`config.mk`:
```
export PLATFORM = sky130hd
export DESIGN_NAME = sha256_miner_ctrl_flat
export DESIGN_NICKNAME = d
export VERILOG_FILES = /design/src/rtl/sha256_miner_pkg.sv /design/src/rtl/sha256_miner_if.sv /design/src/rtl/sha256_miner_cmp.sv /design/src/rtl/sha256_miner_ctrl.sv /design/src/flat_wrapper.sv
export SDC_FILE = /design/constraint.sdc
export NUM_CORES = 2
export LEC_CHECK = 0
export BUFFER_PORTS_ARGS = -buffer_cell sky130_fd_sc_hd__buf_4
export CAP_MARGIN = 10
export CORE_AREA = 2 2 682 684
export CTS_CLUSTER_SIZE = 20
export DETAILED_ROUTE_END_ITERATION = 8
export DIE_AREA = 0 0 684 686
export PLACE_DENSITY_LB_ADDON = 0.15
export SLEW_MARGIN = 10
export SYNTH_ARGS = -nofsm -noshare
export SYNTH_HDL_FRONTEND = slang
export SYNTH_SLANG_ARGS = --single-unit
```
`constraint.sdc`:
```
create_clock -name clk -period 2.9 [get_ports clk]
set_input_delay 0.58 -clock clk [delete_from_list [all_inputs] [get_ports clk]]
set_output_delay 0.58 -clock clk [all_outputs]
set_load 0.03 [all_outputs]
```
`src/rtl/sha256_miner_pkg.sv`:
```
// sha256_miner_pkg: shared types and constants for the double-SHA256 nonce search.
// FSM state encoding, SHA256 initial hash value, padding tails and the
// message-block builders used when driving the shared compression core.
package sha256_miner_pkg;

   typedef enum logic [2:0] {
      S_IDLE     = 3'd0,
      S_H1_ISSUE = 3'd1,
      S_H1_WAIT  = 3'd2,
      S_H2_ISSUE = 3'd3,
      S_H2_WAIT  = 3'd4,
      S_CHECK    = 3'd5
   } miner_state_e;

   // SHA256 initial hash value H0..H7, H0 in the most significant word.
   localparam logic [255:0] SHA256_IV = {
      32'h6a09e667, 32'hbb67ae85, 32'h3c6ef372, 32'ha54ff53a,
      32'h510e527f, 32'h9b05688c, 32'h1f83d9ab, 32'h5be0cd19
   };

   // Padding for an 80-byte (640-bit) header: marker bit, zeros, bit length.
   localparam logic [383:0] PAD_640 = {1'b1, 319'b0, 64'd640};

   // Padding for a 32-byte (256-bit) digest: marker bit, zeros, bit length.
   localparam logic [255:0] PAD_256 = {1'b1, 191'b0, 64'd256};

   // Second header block: last 12 header bytes, nonce, padding. MSB first, no byte swap.
   function automatic logic [511:0] block1_f(input logic [95:0] tail, input logic [31:0] nonce);
      return {tail, nonce, PAD_640};
   endfunction

   // Single block hashing the first-round digest.
   function automatic logic [511:0] block2_f(input logic [255:0] hash1);
      return {hash1, PAD_256};
   endfunction

endpackage

```
`src/rtl/sha256_miner_if.sv`:
```
// sha256_miner_if: bus between the miner controller (master) and the shared
// sha256 compression core (slave).
// Handshake: core_start is a one-cycle request; core_chain and core_block are
// held stable by the master from the core_start cycle until the cycle in which
// the core returns its one-cycle core_done pulse, with core_digest valid in that
// same cycle. There is no back-pressure; the master never issues a new
// core_start while a request is outstanding.
interface sha256_miner_if;

   logic         core_start;
   logic [255:0] core_chain;
   logic [511:0] core_block;
   logic         core_done;
   logic [255:0] core_digest;

   modport master (
      output core_start, core_chain, core_block,
      input  core_done, core_digest
   );

   modport slave (
      input  core_start, core_chain, core_block,
      output core_done, core_digest
   );

endinterface

```
`src/rtl/sha256_miner_cmp.sv`:
```
// sha256_miner_cmp: registered 256-bit unsigned a <= b comparator. The wide
// compare gets a full cycle on its own; le updates only when en is high.
module sha256_miner_cmp (
   input  logic         clk,
   input  logic         reset,
   input  logic         en,
   input  logic [255:0] a,
   input  logic [255:0] b,
   output logic         le
);

   // Capture the comparison result on the enable strobe.
   always_ff @(posedge clk) begin
      if (reset) begin
         le <= 1'b0;
      end else if (en) begin
         le <= (a <= b);
      end
   end

endmodule

```
`src/rtl/sha256_miner_ctrl.sv`:
```
// sha256_miner_ctrl: sequences one shared sha256 core through a double-SHA256
// nonce search: hash1 = compress(midstate, block1), hash2 = compress(IV, block2),
// hit when hash2 <= target. Optional feature macro MINER_HASH_CNT_EN adds the
// hash_cnt output counting completed CHECK evaluations (saturating).
module sha256_miner_ctrl
   import sha256_miner_pkg::*;
#(
   parameter int TIMEOUT_CYCLES = 256,
   parameter int TW             = 9
) (
   input  logic          clk,
   input  logic          reset,
   input  logic          start,
   input  logic          abort,
   input  logic [255:0]  midstate,
   input  logic [95:0]   header_tail,
   input  logic [31:0]   nonce_start,
   input  logic [31:0]   nonce_end,
   input  logic [255:0]  target,
   sha256_miner_if.master core,
   output logic          busy,
   output logic          done,
   output logic          found,
   output logic [31:0]   found_nonce,
   output logic          error,
`ifdef MINER_HASH_CNT_EN
   output logic [47:0]   hash_cnt,
`endif
   output logic [2:0]    state_dbg
);

   localparam logic [2:0] ST_IDLE     = S_IDLE;
   localparam logic [2:0] ST_H1_ISSUE = S_H1_ISSUE;
   localparam logic [2:0] ST_H1_WAIT  = S_H1_WAIT;
   localparam logic [2:0] ST_H2_ISSUE = S_H2_ISSUE;
   localparam logic [2:0] ST_H2_WAIT  = S_H2_WAIT;
   localparam logic [2:0] ST_CHECK    = S_CHECK;

   logic [2:0]    state;
   logic [255:0]  midstate_q;
   logic [95:0]   tail_q;
   logic [31:0]   nonce_q;
   logic [31:0]   end_q;
   logic [255:0]  target_q;
   logic [255:0]  hash1_q;
   logic [TW-1:0] tcnt;
   logic          timeout_hit;
   logic          cmp_en;
   logic          hash_le;

   assign busy        = (state != ST_IDLE);
   assign state_dbg   = state;
   // tcnt equals the number of cycles elapsed since the last core_start.
   assign timeout_hit = (tcnt == TW'(TIMEOUT_CYCLES - 1));
   // The second digest goes straight into the registered comparator; an abort
   // in the same cycle wins, so no compare is launched then.
   assign cmp_en      = (state == ST_H2_WAIT) && core.core_done && !abort;

   sha256_miner_cmp u_cmp (
      .clk   (clk),
      .reset (reset),
      .en    (cmp_en),
      .a     (core.core_digest),
      .b     (target_q),
      .le    (hash_le)
   );

   // Core inputs follow the phase; they hold from core_start until core_done.
   always_comb begin
      core.core_start = 1'b0;
      core.core_chain = SHA256_IV;
      core.core_block = '0;
      case (state)
         ST_H1_ISSUE, ST_H1_WAIT: begin
            core.core_chain = midstate_q;
            core.core_block = block1_f(tail_q, nonce_q);
         end
         ST_H2_ISSUE, ST_H2_WAIT: begin
            core.core_chain = SHA256_IV;
            core.core_block = block2_f(hash1_q);
         end
         default: ;
      endcase
      if (state == ST_H1_ISSUE || state == ST_H2_ISSUE) core.core_start = 1'b1;
   end

   // Search FSM: abort wins over everything while busy; done is a one-cycle pulse.
   always_ff @(posedge clk) begin
      if (reset) begin
         state       <= ST_IDLE;
         midstate_q  <= '0;
         tail_q      <= '0;
         nonce_q     <= '0;
         end_q       <= '0;
         target_q    <= '0;
         hash1_q     <= '0;
         tcnt        <= '0;
         done        <= 1'b0;
         found       <= 1'b0;
         found_nonce <= '0;
         error       <= 1'b0;
      end else begin
         done <= 1'b0;
         if (abort && state != ST_IDLE) begin
            done  <= 1'b1;
            found <= 1'b0;
            state <= ST_IDLE;
         end else begin
            case (state)
               ST_IDLE: begin
                  if (start) begin
                     midstate_q  <= midstate;
                     tail_q      <= header_tail;
                     nonce_q     <= nonce_start;
                     end_q       <= nonce_end;
                     target_q    <= target;
                     found       <= 1'b0;
                     found_nonce <= '0;
                     error       <= 1'b0;
                     state       <= ST_H1_ISSUE;
                  end
               end
               ST_H1_ISSUE: begin
                  tcnt  <= TW'(1);
                  state <= ST_H1_WAIT;
               end
               ST_H1_WAIT: begin
                  tcnt <= tcnt + TW'(1);
                  if (core.core_done) begin
                     hash1_q <= core.core_digest;
                     state   <= ST_H2_ISSUE;
                  end else if (timeout_hit) begin
                     error <= 1'b1;
                     done  <= 1'b1;
                     state <= ST_IDLE;
                  end
               end
               ST_H2_ISSUE: begin
                  tcnt  <= TW'(1);
                  state <= ST_H2_WAIT;
               end
               ST_H2_WAIT: begin
                  tcnt <= tcnt + TW'(1);
                  if (core.core_done) begin
                     state <= ST_CHECK;
                  end else if (timeout_hit) begin
                     error <= 1'b1;
                     done  <= 1'b1;
                     state <= ST_IDLE;
                  end
               end
               ST_CHECK: begin
                  if (hash_le) begin
                     found       <= 1'b1;
                     found_nonce <= nonce_q;
                     done        <= 1'b1;
                     state       <= ST_IDLE;
                  end else if (nonce_q == end_q) begin
                     done  <= 1'b1;
                     state <= ST_IDLE;
                  end else begin
                     nonce_q <= nonce_q + 32'd1;
                     state   <= ST_H1_ISSUE;
                  end
               end
               default: state <= ST_IDLE;
            endcase
         end
      end
   end

`ifdef MINER_HASH_CNT_EN
   // Count completed CHECK evaluations, saturating; cleared by an accepted start.
   always_ff @(posedge clk) begin
      if (reset) begin
         hash_cnt <= '0;
      end else if (state == ST_IDLE && start) begin
         hash_cnt <= '0;
      end else if (state == ST_CHECK && !abort && hash_cnt != '1) begin
         hash_cnt <= hash_cnt + 48'd1;
      end
   end
`endif

endmodule

```
`src/flat_wrapper.sv`:
```
// flat-port wrapper written by rule: the top's interface ports become plain ports
module sha256_miner_ctrl_flat import sha256_miner_pkg::*;
#(
   parameter int TIMEOUT_CYCLES = 256,
   parameter int TW             = 9
)
  (clk, reset, start, abort, midstate, header_tail, nonce_start, nonce_end, target, busy, done, found, found_nonce, error, state_dbg, core_core_start, core_core_chain, core_core_block, core_core_done, core_core_digest);
  sha256_miner_if core_i ();
  input  logic clk;
  input  logic reset;
  input  logic start;
  input  logic abort;
  input  logic [255:0] midstate;
  input  logic [95:0] header_tail;
  input  logic [31:0] nonce_start;
  input  logic [31:0] nonce_end;
  input  logic [255:0] target;
  output logic busy;
  output logic done;
  output logic found;
  output logic [31:0] found_nonce;
  output logic error;
  output logic [2:0] state_dbg;
  output wire logic [$bits(core_i.core_start)-1:0] core_core_start;
  output wire logic [$bits(core_i.core_chain)-1:0] core_core_chain;
  output wire logic [$bits(core_i.core_block)-1:0] core_core_block;
  input wire logic [$bits(core_i.core_done)-1:0] core_core_done;
  input wire logic [$bits(core_i.core_digest)-1:0] core_core_digest;
  assign core_core_start = core_i.core_start;
  assign core_core_chain = core_i.core_chain;
  assign core_core_block = core_i.core_block;
  assign core_i.core_done = core_core_done;
  assign core_i.core_digest = core_core_digest;
  sha256_miner_ctrl #(.TIMEOUT_CYCLES(TIMEOUT_CYCLES), .TW(TW)) u_core (.clk(clk), .reset(reset), .start(start), .abort(abort), .midstate(midstate), .header_tail(header_tail), .nonce_start(nonce_start), .nonce_end(nonce_end), .target(target), .core(core_i), .busy(busy), .done(done), .found(found), .found_nonce(found_nonce), .error(error), .state_dbg(state_dbg));
endmodule
```
==> impl_metrics.toml <==
[placed_design]
dp_cells = 13700
dp_slack_ns = -1.34
gp_congestion = 0.887
place.port_buffers = 1488
post-dp-hpwl_mm = 301

[drt]
wl_mm = 381
num_vias = 53200
drt_iter0_drc = 3133
vias_per_cell = 3.57
firstDrtPassIters = 5
post-route-drc-count = 0
drtAntennaViolNets = 0
post_drt_wl_per_cell_um = 25.5

[worst_setup_path]
reg2reg_slack_ns = -0.24
r2r_start = "u_core.target_q[156]"
crit_arrival_ns = 2.64
reg2reg_to = "u_core.u_cmp.le"
cp.required_ns = 2.32
ff2ff_path_depth = 14
startpoint_type = "flop"
crit_type = "reg2out"
crit_fanout = 5
cp-end-kind = "output pin"
critPathLaunch = "u_core.state_dbg[0]"

[pwr]
ir_worst_vdd_uv = 323
switching_power_uw = 15400
seq_power_share_pct = 32.5
clockPowerShare_pct = 41.5
pwr-share-comb_pct = 26.0
power.internal_uw = 29900
powerDensity_nw_per_um2 = 550
p_leak_uw = 0.0332
power.share.switching_pct = 34.0

[clock_network]
clk_latency_ns = 0.89
cts_sinks = 976
clk_pin_slew_ns = 0.06
cts_tree = "built"
cts-htree-levels = 4
root_buffer = "clkbuf_16"
clockBufferDepth = 4
cts_inserted_buffers = 150

[synthesis]
yosysSeqAreaShare_pct = 41.8
yosys_most_used_dff = "dfxtp_1"
avgSynthCellArea_um2 = 7.55
yosysTopAreaCell = "dfxtp_1"
syn_inst = 6186
synthTopCellsByArea = "dfxtp_1, nand2_1, a21oi_1"
async_reset_ff_share_pct = 0
ys_seq_elements = 976
yosysUniqueCellTypes = 63
yosysTopAreaCellShare_pct = 41.8
synth_edf_count = 0
synth_common_cells = "nand2_1, a21oi_1, dfxtp_1"
yosysWarnings = 0
synth.most_common_cell = "nand2_1"
netlist_area_um2 = 46700

[grt]
grt_pass1_wl_mm = 492
track_usage_pct = 15.3
grt_pass1_vias = 53100
grt_max_degree = 123
grt_antenna_before_repair = 231
grt_overflow = 0

[floorplan]
die_area_um2 = 469000
rows = 250
fp.coreArea_um2 = 462000
start_util_pct = 10.1
ios = 1741
die_x_um = 684
die-height_um = 686

[status]
outcome = "finished with violations"
violations = "negative setup slack"

[job]
drv_cap = 0

[sta]
tightestPinTransition_ns = 0.935
setup_ws_ns = -0.316
hold_ws_ns = 0.0975
finalHoldViolCount = 0
slew_violations = 0
relSlewSlack_pct = 37.1
fmax_ghz = 0.311
min_period_over_period_pct = 111
finalClockSkew_ns = 0.107
setup_viol = 514
tns_ns = -93.53
grt_setup_unrepaired = "true"
finalCriticalPeriod_ns = 3.22

[min_path]
hold_start = "target[217]"
min_to = "u_core.target_q[217]"
worstHoldPathType = "in2reg"
hold_path_depth = 3

[layout]
drive_gt1_share_pct = 25.4
stdcell_count = 14900
fill_cells = 52600
areaGrowthSynthToFinish_pct = 76.3
nets = 9765
## cell usage in the layout (no fill, tap or decap), types with 171 or more instances in the layout
master / count
and2_1: 210
inv_1: 271
clkbuf_16: 171
buf_4: 1543
a21oi_1: 1029
dlygate4sd3_1: 814
conb_1: 252
ha_1: 255
dfxtp_1: 969
nand2_1: 1904
## layout make-up
cell class | count | area, um^2 | share of cell area [%]
multi-input cells | 4494 | 24000 | 29.2
clock inverters | 41 | 470 | 0.571
clock buffers | 222 | 4360 | 5.29
inverters | 275 | 1030 | 1.25
repair buffers | 2676 | 25000 | 30.4
diodes | 58 | 145 | 0.176
flip-flops and latches | 976 | 19600 | 23.7
well taps | 6174 | 7720 | 9.38
## power groups by stage
| stage | Combinational, uW | Clock [uW] | Sequential [uW] |
|---|---|---|---|
| after floorplan | 4890 | 0 | 14700 |
| after global placement | 9760 | 0 | 15000 |
| after detailed placement | 9760 | 0 | 15000 |
| after CTS | 11700 | 19700 | 14700 |
| after global routing | 12600 | 20000 | 14800 |
| final | 11800 | 18800 | 14700 |
## logic make-up after synthesis
| logic type | synth area share [%] |
|---|---|
| other | 0.00803 |
| AO/OA/AOI/OAI | 16.8 |
| buffers and inverters | 9.95 |
| flip-flops | 41.8 |
| AND/OR/NAND/NOR | 23.7 |
| XOR/XNOR | 0.750 |
| adder cells (fa/ha/maj) | 6.96 |
## metrics by stage
step / instance area [um^2] / utilization, % / power (uW)
after floorplan: 47700 / - / 19600
after global placement: 66200 / 14.3 / 24700
after detailed placement: 66200 / 14.3 / 24800
after CTS: 81100 / 17.6 / 46200
after global routing: 82300 / 17.8 / 47500
final: 82300 / 17.8 / 45300
## worst max path at each step
stage                     cells after the start  slack (ns)                   end
after global placement                       14       -1.28       u_core.u_cmp.le
after floorplan                               6        0.03  core_core_block[384]
after detailed placement                     14       -1.34       u_core.u_cmp.le
after CTS                                    10       -0.50  core_core_block[426]
after global routing                          8       -0.44  core_core_block[458]
final                                         9       -0.32  core_core_block[426]
## critical path, cell delays in order (launching register included)
cell and delay, ns:
dfxtp_4 0.38, xnor2_4 0.26, nor2_4 0.07, buf_12 0.13, buf_16 0.14, buf_12 0.15, buf_12 0.13, buf_12 0.13
a22o_4 0.22, buf_12 0.15
## sequential cells by signal, indices dropped and copies added, names as in the netlist, 9 cells and up
register and flops:
u_core.nonce_q 32, u_core.tcnt 9, u_core.tail_q 96, u_core.hash1_q 256, u_core.found_nonce 32, u_core.midstate_q 256
u_core.target_q 256, u_core.end_q 32
## metal layers
metal / routed length, um / share of wire [%] / global-route usage, %
met1: 166000 / 44 / 19.5
met5: 296 / 0.078 / 0
met3: 23300 / 6.1 / 3.43
met4: 9490 / 2.5 / 3.44
met2: 182000 / 48 / 26.2
## what timing repair did
action / 4_1_cts / 5_1_grt
gates cloned: 21 / 21
hold buffers: 814 / 0
buffers inserted: 35 / 17
hold endpoints to repair: 815 / 0
pin swaps: 13 / 46
resized for setup: 224 / 147
setup endpoints to repair: 524 / 534
Power figures use the tool's default switching activity.
